## config.mk

```make
export PLATFORM = sky130hd
export DESIGN_NAME = lsu_mem_port_flat
export DESIGN_NICKNAME = d
export VERILOG_FILES = /design/src/rtl/lsu_mem_port_pkg.sv /design/src/rtl/lsu_mem_port_if.sv /design/src/rtl/lsu_lane_fmt.sv /design/src/rtl/lsu_mem_port.sv /design/src/flat_wrapper.sv
export SDC_FILE = /design/constraint.sdc
export NUM_CORES = 1
export LEC_CHECK = 0
export BUFFER_PORTS_ARGS = -buffer_cell sky130_fd_sc_hd__buf_2
export CAP_MARGIN = 20
export CORE_MARGIN = 1
export CORE_UTILIZATION = 50
export DETAILED_ROUTE_END_ITERATION = 7
export PLACE_DENSITY = 0.79
export SYNTH_ARGS = -nofsm -noshare
export SYNTH_HDL_FRONTEND = slang
export SYNTH_SLANG_ARGS = --single-unit
```

## constraint.sdc

```tcl
create_clock -name clk -period 3.9 [get_ports clk]
set_input_delay 0.195 -clock clk [delete_from_list [all_inputs] [get_ports clk]]
set_output_delay 0.195 -clock clk [all_outputs]
set_load 0.05 [all_outputs]
```

## src/rtl/lsu_mem_port_pkg.sv

```systemverilog
// Shared types for the load/store memory port: FSM states, RV32I load/store
// funct3 encodings and the request classification helpers.
package lsu_mem_port_pkg;

    typedef enum logic [1:0] {
        ST_IDLE = 2'd0,
        ST_REQ  = 2'd1,
        ST_WAIT = 2'd2,
        ST_RESP = 2'd3
    } lsu_state_t;

    typedef enum logic [2:0] {
        F3_LB  = 3'b000,
        F3_LH  = 3'b001,
        F3_LW  = 3'b010,
        F3_LBU = 3'b100,
        F3_LHU = 3'b101
    } f3_ld_t;

    typedef enum logic [2:0] {
        F3_SB = 3'b000,
        F3_SH = 3'b001,
        F3_SW = 3'b010
    } f3_st_t;

    // funct3[1:0] gives the access size for both loads and stores
    localparam logic [1:0] SZ_BYTE = 2'b00;
    localparam logic [1:0] SZ_HALF = 2'b01;
    localparam logic [1:0] SZ_WORD = 2'b10;

    function automatic logic req_illegal(input logic ld, input logic st, input logic [2:0] f3);
        logic ok;
        ok = 1'b0;
        if (ld) begin
            case (f3)
                F3_LB, F3_LH, F3_LW, F3_LBU, F3_LHU: ok = 1'b1;
                default:                             ok = 1'b0;
            endcase
        end else if (st) begin
            case (f3)
                F3_SB, F3_SH, F3_SW: ok = 1'b1;
                default:             ok = 1'b0;
            endcase
        end
        return (ld == st) || !ok;
    endfunction

    function automatic logic req_misaligned(input logic [2:0] f3, input logic [1:0] a);
        logic mis;
        case (f3[1:0])
            SZ_HALF: mis = a[0];
            SZ_WORD: mis = (a != 2'b00);
            default: mis = 1'b0;
        endcase
        return mis;
    endfunction

endpackage

```

## src/rtl/lsu_mem_port_if.sv

```systemverilog
// Word-addressed memory bus between the LSU (master) and memory (slave).
interface lsu_mem_port_if;

    logic        mem_req;
    logic        mem_gnt;
    logic        mem_we;
    logic [3:0]  mem_be;
    logic [31:0] mem_addr;
    logic [31:0] mem_wdata;
    logic        mem_rvalid;
    logic [31:0] mem_rdata;

    modport master (
        output mem_req, mem_we, mem_be, mem_addr, mem_wdata,
        input  mem_gnt, mem_rvalid, mem_rdata
    );

    modport slave (
        input  mem_req, mem_we, mem_be, mem_addr, mem_wdata,
        output mem_gnt, mem_rvalid, mem_rdata
    );

endinterface

```

## src/rtl/lsu_lane_fmt.sv

```systemverilog
// Purely combinational byte-lane formatting: store byte enables and data
// shift, plus load lane extraction with sign/zero extension.
module lsu_lane_fmt
    import lsu_mem_port_pkg::*;
(
    input  logic [2:0]  funct3,
    input  logic [1:0]  offset,
    input  logic        is_store,
    input  logic [31:0] st_data,
    input  logic [31:0] ld_word,
    output logic [3:0]  be,
    output logic [31:0] wdata,
    output logic [31:0] ld_data
);

    logic [7:0]  lane [4];
    logic [7:0]  sel_byte;
    logic [15:0] sel_half;

    for (genvar gi = 0; gi < 4; gi++) begin : g_lane
        localparam logic [1:0] LANE = 2'(gi);
        assign lane[gi] = ld_word[8*gi +: 8];
        assign be[gi]   = !is_store                ? 1'b1 :
                          (funct3[1:0] == SZ_BYTE) ? (offset == LANE) :
                          (funct3[1:0] == SZ_HALF) ? (offset[1] == LANE[1]) :
                                                     1'b1;
    end

    always_comb begin
        wdata = '0;
        if (is_store) begin
            case (funct3[1:0])
                SZ_BYTE: wdata = st_data << {offset, 3'b000};
                SZ_HALF: wdata = offset[1] ? {st_data[15:0], 16'h0000} : st_data;
                default: wdata = st_data;
            endcase
        end
    end

    assign sel_byte = lane[offset];
    assign sel_half = offset[1] ? ld_word[31:16] : ld_word[15:0];

    always_comb begin
        ld_data = ld_word;
        case (funct3)
            F3_LB:   ld_data = {{24{sel_byte[7]}}, sel_byte};
            F3_LBU:  ld_data = {24'h000000, sel_byte};
            F3_LH:   ld_data = {{16{sel_half[15]}}, sel_half};
            F3_LHU:  ld_data = {16'h0000, sel_half};
            default: ld_data = ld_word;
        endcase
    end

endmodule

```

## src/rtl/lsu_mem_port.sv

```systemverilog
// Single-outstanding load/store unit memory port: accepts one pipeline request,
// runs it on the word bus (or rejects it), and returns a one-cycle response.
module lsu_mem_port
    import lsu_mem_port_pkg::*;
#(
    parameter int MAX_WAIT = 255
) (
    input  logic               clk,
    input  logic               rst,
    input  logic               req_valid,
    output logic               req_ready,
    input  logic               req_load,
    input  logic               req_store,
    input  logic [2:0]         req_funct3,
    input  logic [31:0]        req_addr,
    input  logic [31:0]        req_wdata,
    output logic               rsp_valid,
    output logic [31:0]        rsp_rdata,
    output logic               rsp_misaligned,
    output logic               rsp_fault,
    lsu_mem_port_if.master     mem
);

    localparam int            CW       = $clog2(MAX_WAIT + 1);
    localparam logic [CW-1:0] CNT_LAST = CW'(MAX_WAIT - 1);
    localparam logic [CW-1:0] CNT_MAX  = CW'(MAX_WAIT);

    lsu_state_t    state_q, state_d;
    logic [CW-1:0] cnt_q, cnt_d;
    logic          store_q, store_d;
    logic [2:0]    funct3_q, funct3_d;
    logic [31:0]   addr_q, addr_d;
    logic [31:0]   wdata_q, wdata_d;
    logic [31:0]   rdata_q, rdata_d;
    logic          fault_q, fault_d;
    logic          mis_q, mis_d;

    logic          in_req;
    logic          last_cycle;
    logic [3:0]    lane_be;
    logic [31:0]   lane_wdata;
    logic [31:0]   lane_rdata;

    lsu_lane_fmt u_lane (
        .funct3   (funct3_q),
        .offset   (addr_q[1:0]),
        .is_store (store_q),
        .st_data  (wdata_q),
        .ld_word  (mem.mem_rdata),
        .be       (lane_be),
        .wdata    (lane_wdata),
        .ld_data  (lane_rdata)
    );

    // This REQ/WAIT cycle is the MAX_WAIT-th one; anything unfinished now faults.
    assign last_cycle = (cnt_q >= CNT_LAST);

    always_ff @(posedge clk or negedge rst) begin
        if (!rst) begin
            state_q  <= ST_IDLE;
            cnt_q    <= '0;
            store_q  <= 1'b0;
            funct3_q <= '0;
            addr_q   <= '0;
            wdata_q  <= '0;
            rdata_q  <= '0;
            fault_q  <= 1'b0;
            mis_q    <= 1'b0;
        end else begin
            state_q  <= state_d;
            cnt_q    <= cnt_d;
            store_q  <= store_d;
            funct3_q <= funct3_d;
            addr_q   <= addr_d;
            wdata_q  <= wdata_d;
            rdata_q  <= rdata_d;
            fault_q  <= fault_d;
            mis_q    <= mis_d;
        end
    end

    always_comb begin
        state_d  = state_q;
        cnt_d    = cnt_q;
        store_d  = store_q;
        funct3_d = funct3_q;
        addr_d   = addr_q;
        wdata_d  = wdata_q;
        rdata_d  = rdata_q;
        fault_d  = fault_q;
        mis_d    = mis_q;

        if ((state_q == ST_REQ || state_q == ST_WAIT) && cnt_q != CNT_MAX) begin
            cnt_d = cnt_q + 1'b1;
        end

        case (state_q)
            ST_IDLE: begin
                if (req_valid) begin
                    store_d  = req_store;
                    funct3_d = req_funct3;
                    addr_d   = req_addr;
                    wdata_d  = req_wdata;
                    cnt_d    = '0;
                    rdata_d  = '0;
                    fault_d  = 1'b0;
                    mis_d    = 1'b0;
                    if (req_illegal(req_load, req_store, req_funct3)) begin
                        fault_d = 1'b1;
                        state_d = ST_RESP;
                    end else if (req_misaligned(req_funct3, req_addr[1:0])) begin
                        mis_d   = 1'b1;
                        state_d = ST_RESP;
                    end else begin
                        state_d = ST_REQ;
                    end
                end
            end
            ST_REQ: begin
                // A load granted in its last allowed cycle cannot finish in time.
                if (mem.mem_gnt && store_q) begin
                    state_d = ST_RESP;
                end else if (last_cycle) begin
                    fault_d = 1'b1;
                    state_d = ST_RESP;
                end else if (mem.mem_gnt) begin
                    state_d = ST_WAIT;
                end
            end
            ST_WAIT: begin
                if (mem.mem_rvalid) begin
                    rdata_d = lane_rdata;
                    state_d = ST_RESP;
                end else if (last_cycle) begin
                    fault_d = 1'b1;
                    state_d = ST_RESP;
                end
            end
            ST_RESP: begin
                state_d = ST_IDLE;
            end
            default: begin
                state_d = ST_IDLE;
            end
        endcase
    end

    assign in_req        = (state_q == ST_REQ);
    assign req_ready     = (state_q == ST_IDLE);

    assign mem.mem_req   = in_req;
    assign mem.mem_we    = in_req & store_q;
    assign mem.mem_be    = in_req ? lane_be : 4'b0000;
    assign mem.mem_addr  = in_req ? {addr_q[31:2], 2'b00} : 32'h0;
    assign mem.mem_wdata = in_req ? lane_wdata : 32'h0;

    assign rsp_valid      = (state_q == ST_RESP);
    assign rsp_rdata      = rsp_valid ? rdata_q : 32'h0;
    assign rsp_fault      = rsp_valid & fault_q;
    assign rsp_misaligned = rsp_valid & mis_q;

endmodule

```

## src/flat_wrapper.sv

```systemverilog
// flat-port wrapper written by rule: the top's interface ports become plain ports
module lsu_mem_port_flat import lsu_mem_port_pkg::*;
#(
    parameter int MAX_WAIT = 255
)
  (clk, rst, req_valid, req_ready, req_load, req_store, req_funct3, req_addr, req_wdata, rsp_valid, rsp_rdata, rsp_misaligned, rsp_fault, mem_mem_req, mem_mem_we, mem_mem_be, mem_mem_addr, mem_mem_wdata, mem_mem_gnt, mem_mem_rvalid, mem_mem_rdata);
  lsu_mem_port_if mem_i ();
  input  logic clk;
  input  logic rst;
  input  logic req_valid;
  output logic req_ready;
  input  logic req_load;
  input  logic req_store;
  input  logic [2:0] req_funct3;
  input  logic [31:0] req_addr;
  input  logic [31:0] req_wdata;
  output logic rsp_valid;
  output logic [31:0] rsp_rdata;
  output logic rsp_misaligned;
  output logic rsp_fault;
  output wire logic [$bits(mem_i.mem_req)-1:0] mem_mem_req;
  output wire logic [$bits(mem_i.mem_we)-1:0] mem_mem_we;
  output wire logic [$bits(mem_i.mem_be)-1:0] mem_mem_be;
  output wire logic [$bits(mem_i.mem_addr)-1:0] mem_mem_addr;
  output wire logic [$bits(mem_i.mem_wdata)-1:0] mem_mem_wdata;
  input wire logic [$bits(mem_i.mem_gnt)-1:0] mem_mem_gnt;
  input wire logic [$bits(mem_i.mem_rvalid)-1:0] mem_mem_rvalid;
  input wire logic [$bits(mem_i.mem_rdata)-1:0] mem_mem_rdata;
  assign mem_mem_req = mem_i.mem_req;
  assign mem_mem_we = mem_i.mem_we;
  assign mem_mem_be = mem_i.mem_be;
  assign mem_mem_addr = mem_i.mem_addr;
  assign mem_mem_wdata = mem_i.mem_wdata;
  assign mem_i.mem_gnt = mem_mem_gnt;
  assign mem_i.mem_rvalid = mem_mem_rvalid;
  assign mem_i.mem_rdata = mem_mem_rdata;
  lsu_mem_port #(.MAX_WAIT(MAX_WAIT)) u_core (.clk(clk), .rst(rst), .req_valid(req_valid), .req_ready(req_ready), .req_load(req_load), .req_store(req_store), .req_funct3(req_funct3), .req_addr(req_addr), .req_wdata(req_wdata), .rsp_valid(rsp_valid), .rsp_rdata(rsp_rdata), .rsp_misaligned(rsp_misaligned), .rsp_fault(rsp_fault), .mem(mem_i));
endmodule
```

==> summary.md <==
| Metric | Value |
|---|---|
| CP Cell Sequence | buf_4, nor2b_1, and2_0, a22oi_1, nor2_1, buf_2 |
| CTS Sinks | around 110 |
| Final worst slack | around 1.0 ns |
| Hpwl dp | around 13,000 um |
| I/O pin cnt | approximately 210 |
| Min-delay worst type | primary input to flop |
| Pin count of the biggest net entering global routing | 66 |
| Initial Util | 51.6% |
| Top cells by area, synth | dfrtp_1 (43%), nand2_1 (12%), and2_1 (6.8%) |
| Site Rows | 41 |
| Setup WS pre-CTS | about 1.4 ns |
| Routed vias/inst | 5.55 |
| Area grow syn2layout | 21.5% |
| CTS buffer count | 9 |
| Slew @ Worst Pin | slightly above 1 ns |
| Asr flop ratio synth | 100% |
| Endpoints failing hold | 0 |
| Ys Warns | 0 |
| Worst slew margin relative to its limit | a little under a third |
| Worst r2r src | u_core.state_q[0] |
| Yosys reg bits | between 100 and 150 |
| Area of the multi-input gates | around 0.0034 mm^2 |
| R2r setup slk | around 1.4 ns |
| Detail Route Antenna Nets | 0 |
| Gr usage total | 26.9% |
| Slowest CP cell | dfrtp_1 |
| GP Congestion | slightly below 0.9 |
| Port bufs | between 200 and 250 |
| VDD IR max | roughly 0.00037 V |
| Die ar. | roughly 0.014 mm^2 |
| First DRT Iteration DRCs | about 550 |
| Setup Buffers After CTS | 0 |
| Leak | a little over 4 nW |
| Yosys cell types | 60 |
| Buf/Inv on CP | 2 |
| Clock Tree Root | clkbuf_16 |
| Register area share after synthesis | a little over two fifths |
| Worst Setup End Kind | output port |
| Prevailing post-synth register cell | dfrtp_1 |
| Post-DR wirelength/cell | approximately 16 um |
| Via count | 6,294 |
| Share of the cycle needed by the critical path after routing | roughly 74% |
| First-pass GRT wire length | 28,100 um |
| Slowest stage delay, CP | 0.63 ns |
| Hold_ws | roughly 0.028 ns |
| Final setup vio count | 0 |
| Post-cts hold buffer count | 1 |
| Vias in the first global route | ~5.5k |
| Maximum clock insertion buffer count | 2 |
| EDFF count, synth | 0 |
| Drt pass-1 iters | 8 |
| Cell family with most CP delay | simple AND/OR/NAND/NOR gates |
| Worst Setup Start Kind | flop |
| PD cells | around 800 mW/mm^2 |
| DIE HEIGHT | approximately 120 um |
| Mapped Cells | 786 |
| Syn avg cell area | 8.35 um^2 |
| Max Clk Rate | 0.346 GHz |
| Required @ worst endpoint | 3.70 ns |
| CP Max Fanout | 19 |
| Number of remaining DRC errors | 0 |
| Fillers | 1,178 |
| Fin cells | 1,135 |
| CTS tree | built |
| RSZ-0062 raised after global routing | no |
| Layout cell share with drive strength beyond 1 | a little over a quarter |
| Max-Cap Viols | 0 |
| Final Critical Period | just under 3 ns |
| Die X-Extent | ~120 um |
| Antenna cells | 0 |
| CP Data Arrival Time | approximately 2.7 ns |
| Post-cts sizing count | 0 |
| WP depth | 6 |
| Core Region | about 0.013 mm^2 |
| Initial antenna violation count | 1 |
| CP Class | flop to output port |
| Yosys top cell area share | a little over two fifths |
| Setup crit end | mem_mem_wdata[8] |
| Final #Nets | about 1.1k |
| R2r worst-path depth | 6 |
| Final Max Slew Viols | 0 |
| Status | finished, final reports clean |
| Setup Skew | between 0.007 and 0.008 ns |
| H-tree depth | 3 |
| Clock transition at path regs | 0.08 ns |
| Hold wc startpoint | req_addr[29] |
| Grt total ovfl | 0 |
| Post-synth top area cell | dfrtp_1 |
| Dpl cells | about 1.1k |
| Synthesized area | about 0.0066 mm^2 |
| Worst R2R End | u_core.rdata_q[27] |
| Worst-Skew Late Latency | ~0.35 ns |
| Crit path from | u_core.addr_q[0] |
| Setup TNS | 0 ns |
| Post-Route WL | between 15,000 and 20,000 um |
| Register area | approximately 0.0028 mm^2 |
==> Yosys cell counts (3+ instances only) <==
master / number
a31oi_1: 12
clkbuf_1: 46
a22oi_1: 8
a32o_1: 10
nand2b_1: 5
nor2b_1: 10
or3_1: 3
buf_2: 11
mux2i_1: 8
o31ai_1: 3
dfrtp_1: 112
a21boi_0: 3
and3_1: 9
nand3_1: 15
nor4bb_1: 9
o21a_1: 8
and2_1: 71
a221o_1: 15
nand2_1: 205
a211oi_1: 8
o2bb2ai_1: 7
ha_1: 9
a222oi_1: 7
nor2_1: 33
o21ai_0: 51
a21oi_1: 23
nor3_1: 9
mux2_2: 10
inv_1: 21
a32oi_1: 7
==> cell families (layout without fill, tap and decap cells) <==
| group | after synthesis | after routing | synth area share [%] |
|---|---|---|---|
| other | 1 | 2 | 0.0571 |
| DFF | 112 | 112 | 42.7 |
| and+or+nand+nor | 381 | 381 | 27.5 |
| buffers and inverters | 83 | 259 | 5.18 |
| adders and majority gates | 9 | 9 | 1.71 |
| xor gates and xnor gates | 3 | 3 | 0.400 |
| AOI/OAI and AO/OA | 178 | 178 | 19.4 |
| muxes | 19 | 19 | 3.11 |
==> power breakdown <==
| group | total, W | internal (W) | switching (W) | leakage (nW) |
|---|---|---|---|---|
| Sequential | 0.00209 | 0.00162 | 0.000474 | 1.43 |
| Clock | 0.000946 | 0.000505 | 0.000441 | 0.144 |
| Combinational | 0.00346 | 0.00113 | 0.00233 | 2.52 |
==> sequential cells by signal, summed over array words and instances (netlist names) <==
| register | cells |
|---|---|
| u_core.wdata_q | 32 |
| u_core.addr_q | 32 |
| u_core.state_q | 2 |
| u_core.store_q | 1 |
| u_core.fault_q | 1 |
| u_core.mis_q | 1 |
| u_core.funct3_q | 3 |
| u_core.rdata_q | 32 |
| u_core.cnt_q | 8 |
==> per-stage QoR <==
step / cell area [um^2] / utilization [%] / power (W)
2_1_floorplan: 6570 / - / 0.00470
3_3_place_gp: 7670 / 60.3 / 0.00548
3_5_place_dp: 7670 / 60.3 / 0.00554
4_1_cts: 7980 / 62.7 / 0.00651
5_1_grt: 7980 / 62.7 / 0.00696
6_report: 7980 / 62.7 / 0.00650
==> layer usage <==
metal  track usage [%]  vias to the layer above  share of wire (%)
li1                  -                     3054                  -
met1              38.1                     2914                 44
met2              41.6                      299                 45
met3              5.50                       27                8.7
met4              8.52                        0                1.7
met5                 0                        -                  0
==> area by class of cell <==
cell class | instances | area share, %
multi-input cells | 592 | 43.0
flip-flops and latches | 112 | 35.1
repair buffers | 222 | 14.4
clock buffers | 9 | 2.82
well taps | 172 | 2.70
clock inverters | 7 | 0.988
inverters | 21 | 0.988
==> worst register-to-register path, delay by kind of cell, from the launching register on <==
kind / cells / cell delay (ns)
buffers and inverters: 1 / 0.09
adders and majority gates: 1 / 0.30
and+or+nand+nor: 2 / 0.53
AOI/OAI and AO/OA: 2 / 1.12
DFF: 1 / 0.44
==> placed cells by master (no fill, tap or decap), types with 3 or more instances in the layout <==
cell | netlist | routed
o31ai_1 | 3 | 3
ha_1 | 9 | 9
a32o_1 | 10 | 10
nand2_1 | 205 | 204
a221o_1 | 15 | 15
a32oi_1 | 7 | 7
a31oi_1 | 12 | 12
buf_2 | 11 | 208
and2_1 | 71 | 70
nor2_1 | 33 | 33
o21ai_0 | 51 | 51
a222oi_1 | 7 | 7
nor4bb_1 | 9 | 9
dfrtp_1 | 112 | 112
a22oi_1 | 8 | 8
clkbuf_16 | 0 | 9
or3_1 | 3 | 3
nand3_1 | 15 | 15
mux2i_1 | 8 | 8
nand2b_1 | 5 | 5
and3_1 | 9 | 9
a211oi_1 | 8 | 8
a21boi_0 | 3 | 3
mux2_2 | 10 | 10
nor3_1 | 9 | 9
inv_1 | 21 | 21
o21a_1 | 8 | 8
o2bb2ai_1 | 7 | 7
nor2b_1 | 10 | 10
a21oi_1 | 23 | 23
buf_4 | 2 | 13
==> worst min-delay path by stage <==
stage	endpoint	depth (start not counted)	slack (ns)
detailed placement	u_core.rdata_q[1]	1	0.13
global placement	u_core.rdata_q[1]	1	0.13
CTS	u_core.addr_q[13]	3	0.02
global route	u_core.addr_q[29]	3	0.02
floorplan	u_core.addr_q[0]	0	-0.10
finish	u_core.addr_q[29]	3	0.03
Note: power is estimated with default switching activity, not from simulation.
